`config.mk`:
```
export PLATFORM = sky130hd
export DESIGN_NAME = iq_dac_spi_flat
export DESIGN_NICKNAME = d
export VERILOG_FILES = /design/src/rtl/iq_dac_spi_if.sv /design/src/rtl/iq_dac_spi.sv /design/src/flat_wrapper.sv
export SDC_FILE = /design/constraint.sdc
export NUM_CORES = 1
export LEC_CHECK = 0
export CORE_MARGIN = 2
export CORE_UTILIZATION = 50
export DETAILED_ROUTE_END_ITERATION = 7
export GPL_TIMING_DRIVEN = 0
export PLACE_DENSITY = 0.73
export SYNTH_ARGS = -nofsm -noshare
export SYNTH_HDL_FRONTEND = slang
export SYNTH_SLANG_ARGS = --single-unit
```
`constraint.sdc`:
```
create_clock -name clk -period 3.3 [get_ports clk]
set_input_delay 0.66 -clock clk [delete_from_list [all_inputs] [get_ports clk]]
set_output_delay 0.66 -clock clk [all_outputs]
set_load 0.02 [all_outputs]
```
`src/rtl/iq_dac_spi_if.sv`:
```
// rtl/iq_dac_spi_if.sv - Sample input and DAC SPI output bundle for iq_dac_spi.
interface iq_dac_spi_if;
    logic [31:0] mod_iq;
    logic        iq_valid;
    logic        enable;
    logic        clr_overrun;
    logic        dac_sclk;
    logic        dac_mosi;
    logic        dac_cs_n;
    logic        dac_ldac_n;
    logic        busy;
    logic        overrun;

    modport master (
        output mod_iq, iq_valid, enable, clr_overrun,
        input  dac_sclk, dac_mosi, dac_cs_n, dac_ldac_n, busy, overrun
    );

    modport slave (
        input  mod_iq, iq_valid, enable, clr_overrun,
        output dac_sclk, dac_mosi, dac_cs_n, dac_ldac_n, busy, overrun
    );
endinterface

```
`src/rtl/iq_dac_spi.sv`:
```
// rtl/iq_dac_spi.sv - Latches I/Q samples and ships them as two 24-bit SPI frames plus an LDAC pulse.
module iq_dac_spi #(
    parameter int          CLK_DIV    = 2,
    parameter logic [7:0]  CMD_I      = 8'h18,
    parameter logic [7:0]  CMD_Q      = 8'h19,
    parameter int          CS_GAP     = 2,
    parameter int          LDAC_WIDTH = 2
) (
    input  logic         clk,
    input  logic         rst,
    iq_dac_spi_if.slave  bus
);
    typedef enum logic [2:0] {IDLE, FRAME_I, GAP_I, FRAME_Q, GAP_Q, LDAC} state_t;

    localparam logic [15:0] DIV_END  = 16'(CLK_DIV - 1);
    localparam logic [15:0] GAP_END  = 16'(CS_GAP - 1);
    localparam logic [15:0] LDAC_END = 16'(LDAC_WIDTH - 1);

    state_t      state;
    logic [23:0] shift;
    logic [15:0] q_reg;
    logic [15:0] cnt;
    logic [4:0]  bit_cnt;
    logic        sclk, mosi, cs_n, ldac_n, busy, overrun;

    assign bus.dac_sclk   = sclk;
    assign bus.dac_mosi   = mosi;
    assign bus.dac_cs_n   = cs_n;
    assign bus.dac_ldac_n = ldac_n;
    assign bus.busy       = busy;
    assign bus.overrun    = overrun;

    always_ff @(posedge clk) begin
        if (rst) begin
            state   <= IDLE;
            shift   <= '0;
            q_reg   <= '0;
            cnt     <= '0;
            bit_cnt <= '0;
            sclk    <= 1'b0;
            mosi    <= 1'b0;
            cs_n    <= 1'b1;
            ldac_n  <= 1'b1;
            busy    <= 1'b0;
            overrun <= 1'b0;
        end else begin
            // Set has priority over clear so a drop is never lost.
            if (bus.iq_valid && busy)
                overrun <= 1'b1;
            else if (bus.clr_overrun)
                overrun <= 1'b0;

            case (state)
                IDLE: begin
                    if (bus.iq_valid && bus.enable) begin
                        shift   <= {CMD_I, bus.mod_iq[31:16] ^ 16'h8000};
                        q_reg   <= bus.mod_iq[15:0] ^ 16'h8000;
                        mosi    <= CMD_I[7];
                        cs_n    <= 1'b0;
                        busy    <= 1'b1;
                        cnt     <= '0;
                        bit_cnt <= 5'd23;
                        state   <= FRAME_I;
                    end
                end
                FRAME_I, FRAME_Q: begin
                    if (cnt == DIV_END) begin
                        cnt <= '0;
                        if (!sclk) begin
                            sclk <= 1'b1;
                        end else begin
                            sclk <= 1'b0;
                            if (bit_cnt == 5'd0) begin
                                cs_n  <= 1'b1;
                                state <= (state == FRAME_I) ? GAP_I : GAP_Q;
                            end else begin
                                // Next bit goes out at the start of its low phase.
                                bit_cnt <= bit_cnt - 5'd1;
                                shift   <= {shift[22:0], 1'b0};
                                mosi    <= shift[22];
                            end
                        end
                    end else begin
                        cnt <= cnt + 16'd1;
                    end
                end
                GAP_I: begin
                    if (cnt == GAP_END) begin
                        cnt     <= '0;
                        shift   <= {CMD_Q, q_reg};
                        mosi    <= CMD_Q[7];
                        cs_n    <= 1'b0;
                        bit_cnt <= 5'd23;
                        state   <= FRAME_Q;
                    end else begin
                        cnt <= cnt + 16'd1;
                    end
                end
                GAP_Q: begin
                    if (cnt == GAP_END) begin
                        cnt    <= '0;
                        ldac_n <= 1'b0;
                        state  <= LDAC;
                    end else begin
                        cnt <= cnt + 16'd1;
                    end
                end
                LDAC: begin
                    if (cnt == LDAC_END) begin
                        cnt    <= '0;
                        ldac_n <= 1'b1;
                        busy   <= 1'b0;
                        state  <= IDLE;
                    end else begin
                        cnt <= cnt + 16'd1;
                    end
                end
                default: state <= IDLE;
            endcase
        end
    end
endmodule

```
`src/flat_wrapper.sv`:
```
// flat-port wrapper written by rule: the top's interface ports become plain ports
module iq_dac_spi_flat 
#(
    parameter int          CLK_DIV    = 2,
    parameter logic [7:0]  CMD_I      = 8'h18,
    parameter logic [7:0]  CMD_Q      = 8'h19,
    parameter int          CS_GAP     = 2,
    parameter int          LDAC_WIDTH = 2
)
  (clk, rst, bus_mod_iq, bus_iq_valid, bus_enable, bus_clr_overrun, bus_dac_sclk, bus_dac_mosi, bus_dac_cs_n, bus_dac_ldac_n, bus_busy, bus_overrun);
  iq_dac_spi_if bus_i ();
  input  logic clk;
  input  logic rst;
  input wire logic [$bits(bus_i.mod_iq)-1:0] bus_mod_iq;
  input wire logic [$bits(bus_i.iq_valid)-1:0] bus_iq_valid;
  input wire logic [$bits(bus_i.enable)-1:0] bus_enable;
  input wire logic [$bits(bus_i.clr_overrun)-1:0] bus_clr_overrun;
  output wire logic [$bits(bus_i.dac_sclk)-1:0] bus_dac_sclk;
  output wire logic [$bits(bus_i.dac_mosi)-1:0] bus_dac_mosi;
  output wire logic [$bits(bus_i.dac_cs_n)-1:0] bus_dac_cs_n;
  output wire logic [$bits(bus_i.dac_ldac_n)-1:0] bus_dac_ldac_n;
  output wire logic [$bits(bus_i.busy)-1:0] bus_busy;
  output wire logic [$bits(bus_i.overrun)-1:0] bus_overrun;
  assign bus_i.mod_iq = bus_mod_iq;
  assign bus_i.iq_valid = bus_iq_valid;
  assign bus_i.enable = bus_enable;
  assign bus_i.clr_overrun = bus_clr_overrun;
  assign bus_dac_sclk = bus_i.dac_sclk;
  assign bus_dac_mosi = bus_i.dac_mosi;
  assign bus_dac_cs_n = bus_i.dac_cs_n;
  assign bus_dac_ldac_n = bus_i.dac_ldac_n;
  assign bus_busy = bus_i.busy;
  assign bus_overrun = bus_i.overrun;
  iq_dac_spi #(.CLK_DIV(CLK_DIV), .CMD_I(CMD_I), .CMD_Q(CMD_Q), .CS_GAP(CS_GAP), .LDAC_WIDTH(LDAC_WIDTH)) u_core (.clk(clk), .rst(rst), .bus(bus_i));
endmodule
```
-- Word level (Yosys, flattened, before mapping)
Index checks and enable logic that the tools add are counted.
- register bits: 69
- bits of input ports: 37
- output and inout bits: 6
- logic and storage cells: 89
- add/sub/neg operators: 2
- equal/unequal tests: 14
- mux-type cells: 41
- bitwise operators: 2
- reduce and logical (&&, ||, !) cells: 19
- operator list (operator ; count):
    23-bit 2-to-1 mux ; 5
    23-bit one-hot mux with 3 select lines ; 1
    16-bit 2-to-1 mux ; 2
    16-bit one-hot mux with 2 select lines ; 1
    5-bit 2-to-1 mux ; 5
    3-bit 2-to-1 mux ; 8
    16-bit by 1-bit adder with 16-bit output, second input constant ; 1
    16-bit by 1-bit equality test with 1-bit output, second input constant ; 1
    3-bit one-hot mux with 5 select lines ; 1
    5-bit one-hot mux with 3 select lines ; 1
    2-bit by 1-bit inequality test with 1-bit output, second input constant ; 7
    1-bit 2-to-1 mux ; 13
    6-bit AND reduction ; 2
    2-bit nonzero test ; 4
    7-bit AND reduction ; 1
    3-bit by 2-bit equality test with 1-bit output, second input constant ; 2
    3-bit equality test, second input constant ; 2
    1-bit one-hot mux with 3 select lines ; 2
    2-bit AND reduction ; 3
    3-bit AND reduction ; 2
    5-bit zero test ; 1
    5-bit OR reduction ; 1
    5-bit by 1-bit subtractor with 5-bit output, second input constant ; 1
    1-bit one-hot mux with 2 select lines ; 2
    7 further kinds ; 9

-- Longest topological paths before layout
Gate-level depths: netlist of run 1.
- depth after elaboration: 6
- depth in mapped cells: 9
- mapped depth without buffers: 6

-- Worst setup path after synthesis of run 1
Ideal clock, no wire load.
- path kind: reg2reg
- start: reg u_core.state[1]
- end: reg u_core.cnt[12]
- library setup time: 0.080 ns
- arrival time: 2.477 ns
- required time: 3.220 ns
- slack: 0.744 ns
- cell stages (with the launch flop): 10
- buffers on the path: 3
- period minus slack after synthesis: 2.556 ns
- cell sequence: dfxtp_1 > buf_6 > clkbuf_1 > inv_1 > ha_1 > o21a_4 > or3_1 > buf_2 > or4_1 > a211oi_2
- word-level cells in the longest chain between the ends: 4
- elaborated cells on any way between the ends: 11
- classes of those cells: eq/ne: 6; mux: 1; reduce/logical: 4
- RTL lines (element ; RTL line ; RTL):
    from (decl) ; iq_dac_spi.sv:19 ; state_t state;
    from (signal assigned) ; iq_dac_spi.sv:75 ; state <= (state == FRAME_I) ? GAP_I : GAP_Q;
    3-bit by 2-bit equality test with 1-bit output, or another cell as far along ; iq_dac_spi.sv:53 ; case (state)
    5-bit OR reduction (no source line) ; -- ;
    2-bit nonzero test (no source line) ; -- ;
    2-bit AND reduction (no source line) ; -- ;
    to (signal assigned) ; iq_dac_spi.sv:84 ; cnt <= cnt + 16'd1;
    to (signal assigned) ; iq_dac_spi.sv:96 ; cnt <= cnt + 16'd1;
    to (signal assigned) ; iq_dac_spi.sv:105 ; cnt <= cnt + 16'd1;
    to (decl) ; iq_dac_spi.sv:22 ; logic [15:0] cnt;
Several ways; a longest one is shown, not always the timed one.
A chain may end at the register's enable or synchronous reset.

-- Worst setup path after layout of run 1
- start: reg u_core.state[1]
- end: reg u_core.cnt[10]
Same word-level chain as after synthesis.

==> results of run 1 <==
cell type report:
type / count / area (sq um) / share of cell area
flip-flops and latches: 69 / 1380 / 0.315
clock inverters: 6 / 86.3 / 0.0197
well taps: 99 / 124 / 0.0282
repair buffers: 41 / 410 / 0.0936
clock buffers: 10 / 138 / 0.0314
inverters: 16 / 60.1 / 0.0137
plain buffers: 34 / 150 / 0.0342
multi-input cells: 311 / 2040 / 0.464
per-layer routing:
layer,global-route usage,up-vias,part of all wire
li1,-,1658,-
met4,0.0692,0,0.017
met5,0,-,0
met3,0.0656,16,0.061
met2,0.371,110,0.45
met1,0.333,1595,0.47
logic make-up (layout without fill, tap and decap cells):
kind of cell,Yosys count,in the layout,share of synthesized area
flops,69,69,0.381
compound gates,96,96,0.184
mux,37,37,0.102
fa+ha+maj,4,4,0.0138
xor+xnor,2,2,0.00483
simple gates,172,172,0.256
buf+inv,50,107,0.0579
worst max-delay path by stage:
stage | startpoint | endpoint | slack [ns] | depth (start not counted)
after floorplan | u_core.state[1] | u_core.cnt[12] | 0.74 | 9
after global placement | u_core.state[1] | u_core.cnt[12] | 0.46 | 9
after detailed placement | u_core.state[1] | u_core.cnt[12] | 0.42 | 9
after CTS | u_core.state[1] | u_core.cnt[10] | 0.40 | 9
after global routing | u_core.state[1] | u_core.cnt[10] | 0.22 | 9
final | u_core.state[1] | u_core.cnt[10] | 0.37 | 9
worst register-to-register path, cell delays in order, from the launching register on:
cell and delay (ns):
dfxtp_1 0.33, buf_6 0.14, clkbuf_1 0.41, inv_1 0.21
ha_1 0.38, o21a_4 0.15, or3_1 0.33, buf_2 0.17
or4_1 0.51, a211oi_2 0.23
synth_stat cells (2+ instances only):
master	number
nand4b_1	5
nor2b_1	4
and3_1	2
a211oi_2	3
nor2_1	23
dfxtp_1	69
nand2_1	50
a221o_1	2
ha_1	4
a41o_1	4
o221ai_1	2
clkbuf_1	20
a31oi_1	4
mux2i_1	36
nand3_1	12
nand4_1	9
a21oi_1	26
nor4b_1	2
xnor2_1	2
or4_1	5
nand2b_1	3
or3_1	5
inv_1	15
and4_1	3
o21ai_0	18
nor4_1	6
o32ai_1	3
buf_2	9
a211oi_1	8
buf_1	3
and2_1	18
a21o_1	2
o21ai_1	2
o22ai_1	2
o221a_1	2
nand3b_1	14
o31ai_1	6
nor3_1	8
stage by stage:
stage          utilization  instance area (sq um)
6_report             0.615                   4390
5_1_grt              0.615                   4390
4_1_cts              0.615                   4390
3_5_place_dp         0.583                   4160
3_3_place_gp         0.583                   4160
2_1_floorplan            -                   3630
power groups by stage:
stage / clock network [uW] / registers, uW / logic [uW]
final: 782 / 872 / 235
after global routing: 830 / 875 / 256
after CTS: 798 / 871 / 234
after detailed placement: 0 / 891 / 233
after global placement: 0 / 890 / 230
after floorplan: 0 / 889 / 141
==> out/summary.txt, run 1 <==
Outcome: completed
Finished Layout Cells: 586
Gate power share: 0.124
Critical Path Fanout Max: 10
Synth cell types: 57
Grt ovf: 0
DRT iter0 DRCs: 220
Commonest non-fill, non-tap cells in the layout: dfxtp_1 (69), nand2_1 (50), clkdlybuf4s50_1 (41)
DRC viols: 0
Vias in the first global route: 2979
Pre-CTS setup slack: 0.420 ns
Hpwl dp: 6480 um
Flop2flop setup slack: 0.37 ns
Worst-Margin Slew: 0.687 ns
Post-synthesis sequential area ratio: 0.381
Average size of a mapped cell: 8.44 sq um
Syn. warnings: 0
Crit-path max cell delay: 0.51 ns
Tcrit/Tclk final: 0.888
Leak: 0.00157 uW
Crit-path slowest cell: or4_1
Critical Path Start Type: register
Post_cts resized: 0
Sinks on the clock net: 69
Worst r2r dst: u_core.cnt[10]
Critical setup path kind: reg2reg
Largest register FFs: 23
I/O pin count: 43
Antenna Violating Nets Remaining: 0
Rows: 31
Final hold vios: 0
Syn nets: 471
Hold Startpoint: u_core.shift[22]
Share of the synthesized area in the top cell type: 0.381
Unrepaired setup endpoints after global routing: no
Slew headroom: 0.542
Reg2reg path depth: 9
Max-cap viol count: 0
Largest net degree at the start of global routing: 13
Clock tree buffer depth: 2
WL/cell: 15.4 um
Yosys reg bits: 69
Area leader, netlist: dfxtp_1
DIE WIDTH: 89.2 um
Worst reg2reg startpoint: u_core.state[1]
Async SR Flop Fraction: 0
Vias: 3379
Clock buffer count from CTS: 9
Gpl congestion: 0.888
Sw Pwr: 479 uW
Tot GR Track Use: 0.241
Min-delay worst type: reg2reg
Hold Crit Depth: 2
Count of flip-flops with a built-in enable after synthesis: 0
PnR worst setup slack: 0.369 ns
Slew Viols, Final: 0
Worst path bufs/invs: 4
VDD IR max: 299 uV
Hold EP: u_core.shift[22]
Fill count: 654
Chip height: 89.2 um
# nets final: 523
Post-Syn Area: 3630 sq um
CTS Hold Buffers Added: 0
Wirelength, routed: 9050 um
Crit-path cells: buf_6, clkbuf_1, inv_1, ha_1, o21a_4, or3_1, buf_2, or4_1, a211oi_2
Insertion delay to the later sink of the worst-skew pair: 0.35 ns
Net Sw Frac: 0.254
Pwr Total: 1890 uW
CTS tree: done
Reg clk slew, reported paths: 0.07 ns
Required @ worst endpoint: 3.58 ns
Initial antenna violation count: 0
Seq pwr share: 0.462
Synth Instances: 430
DRT Pass-1 Iters: 5
Global-route wire length before repair: 14600 um
P_int: 1410 uW
Setup-violating endpoint count in the final report: 0
Depth of the CTS H-tree: 3
Pwr per Cell Area: 430 nW/um^2
Layout area overhead: 20.9%
Worst Path Arrival: 3.21 ns
Port bufs: 41
Top post-synthesis cells by area: dfxtp_1 (38%), mux2i_1 (9.9%), nand2_1 (5.2%), a21oi_1 (3.6%), and2_1 (3.1%)
CP Capture Type: register
Post-Route Setup TNS: 0 ns
Detail-routed via count per cell: 5.77
ANT cells: 0
Ys flop type: dfxtp_1
CP delay by family, top: buffers and inverters
Period minus WS final: 2.93 ns
Fmax: 341 MHz
Clock Power Share: 0.414
Commonest non-fill, non-tap cell in the layout: dfxtp_1
Placed insts: 570
# Post-CTS Setup Buffers: 0
Worst Skew: 0.00382 ns
Clock root buffer master: clkbuf_8
Full die area: 7950 sq um
Hold WS: 0.464 ns
Core ar.: 7140 sq um
Layout cells sized above 1: 0.0760
Initial Util: 0.508
(Power assumes the default switching activity.)
==> run 2, diff against run 1 <==
--- a/config.mk
+++ b/config.mk
@@ -8,8 +8,11 @@
 export CORE_MARGIN = 2
 export CORE_UTILIZATION = 50
 export DETAILED_ROUTE_END_ITERATION = 7
+export GPL_ROUTABILITY_DRIVEN = 0
 export GPL_TIMING_DRIVEN = 0
+export HOLD_SLACK_MARGIN = 0.12
 export PLACE_DENSITY = 0.73
+export SLEW_MARGIN = 10
 export SYNTH_ARGS = -nofsm -noshare
 export SYNTH_HDL_FRONTEND = slang
 export SYNTH_SLANG_ARGS = --single-unit
==> out/summary.txt, run 2 (same netlist as run 1, synthesis figures left out) <==
Core ar.: 7140 sq um
Seq. cell area: 1380 sq um
Met3 GRT Util: 0.0489
Pwr per Cell Area: 427 nW/um^2
Fmax: 342 MHz
Worst-Margin Slew: 0.675 ns
Reg clk slew, reported paths: 0.07 ns
Final instance area: 4380 sq um
Rows: 31
Worst Skew: 0.00682 ns
Largest register FFs: 23
CTS Hold Buffers Added: 0
Unrepaired setup endpoints after global routing: no
Insertion delay to the later sink of the worst-skew pair: 0.35 ns
Largest net degree at the start of global routing: 12
Clock root buffer master: clkbuf_8
Slew headroom: 0.546
Period minus WS final: 2.92 ns
Sinks on the clock net: 69
ANT cells: 0
Vias in the first global route: 3128
DRC viols: 0
Antenna Violating Nets Remaining: 0
Required @ worst endpoint: 3.57 ns
I/O pin count: 43
Tot GR Track Use: 0.244
Post_cts resized: 0
DRT Pass-1 Iters: 5
CP Capture Type: register
DIE WIDTH: 89.2 um
CTS tree: done
Fill count: 651
Depth of the CTS H-tree: 3
Pre-CTS setup slack: 0.422 ns
Detail-routed via count per cell: 5.86
Area occupied by multi-input gates: 2040 sq um
WL/cell: 15.6 um
Leak: 0.00156 uW
# Post-CTS Setup Buffers: 0
Critical setup path kind: reg2reg
Max-cap viol count: 0
Port bufs: 41
PnR worst setup slack: 0.380 ns
Setup-violating endpoint count in the final report: 0
Global-route wire length before repair: 15000 um
Worst Path Arrival: 3.19 ns
Tcrit/Tclk final: 0.885
GR Util met2: 0.374
Initial antenna violation count: 0
Layout area overhead: 20.6%
Min-delay worst type: reg2reg
Vias: 3427
Grt ovf: 0
Post-Route Setup TNS: 0 ns
Clock buffer count from CTS: 9
Slew Viols, Final: 0
Layout cells sized above 1: 0.0720
VDD IR max: 231 uV
Full die area: 7950 sq um
Grt peak-use layer: met2
Commonest non-fill, non-tap cell in the layout: dfxtp_1
# nets final: 523
Hpwl dp: 6630 um
Critical Path Start Type: register
Final hold vios: 0
Initial Util: 0.508
GRT met1 Usage: 0.339
Critical Path Fanout Max: 10
DRT iter0 DRCs: 296
Wirelength, routed: 9150 um
Chip height: 89.2 um
Clock tree buffer depth: 2
Commonest non-fill, non-tap cells in the layout: dfxtp_1 (69), nand2_1 (50), clkdlybuf4s50_1 (41)
Outcome: completed
Placed Area: 4160 sq um
## run 2: worst max-delay path, cell delays in order (launching register included)
cell and delay [ns]:
dfxtp_1 0.33, buf_6 0.14, clkbuf_1 0.42, inv_1 0.20
ha_1 0.37, o21a_4 0.14, or3_1 0.33, buf_2 0.17
or4_1 0.51, a211oi_2 0.23
## run 2: worst paths after layout
kind	depth (start not counted)	from	slack, ns	to
worst max register to register	9	u_core.state[1]	0.38	u_core.cnt[14]
worst min register to register	2	u_core.shift[9]	0.46	u_core.shift[9]
worst min-delay path	2	u_core.shift[9]	0.46	u_core.shift[9]
worst max-delay path	9	u_core.state[1]	0.38	u_core.cnt[14]
## run 2: layout make-up
class / count / area share
clock inverter: 4 / 0.0166
clock buffer: 11 / 0.0323
sequential: 69 / 0.316
tap: 99 / 0.0283
multi-input combinational: 311 / 0.465
inverter: 16 / 0.0137
timing repair buffer: 41 / 0.0938
buffer: 34 / 0.0343
## run 2: layer usage
metal / wire, um / vias up
li1: - / 1664
met1: 4230 / 1643
met2: 4330 / 108
met3: 476 / 12
met4: 116 / 0
met5: 0 / -
## run 2: report_power, final
part | internal [uW] | total, uW | switching (uW)
clock network | 441 | 764 | 322
logic | 108 | 234 | 126
registers | 857 | 873 | 15.7
## run 2: per-stage QoR
stage                     std cells  total power, uW  utilization  hold slack, ns
after detailed placement        570             1120        0.583           0.450
after global placement          570             1120        0.583           0.444
final                           585             1870        0.613           0.460
after global routing            585             1940        0.613           0.480
after CTS                       585             1880        0.613           0.462
after floorplan                 430             1030            -           0.435
==> run 3, diff against run 2 <==
==> constraint.sdc (replaced) <==
create_clock -name clk -period 3.3 [get_ports clk]
set_input_delay 0.66 -clock clk [delete_from_list [all_inputs] [get_ports clk]]
set_output_delay 0.66 -clock clk [all_outputs]
set_load 0.05 [all_outputs]
==> results of run 3 <==
Same layout as run 2 (identical final DEF). Status: completed.
Main changes from that run: total power 1870 uW -> 1880 uW
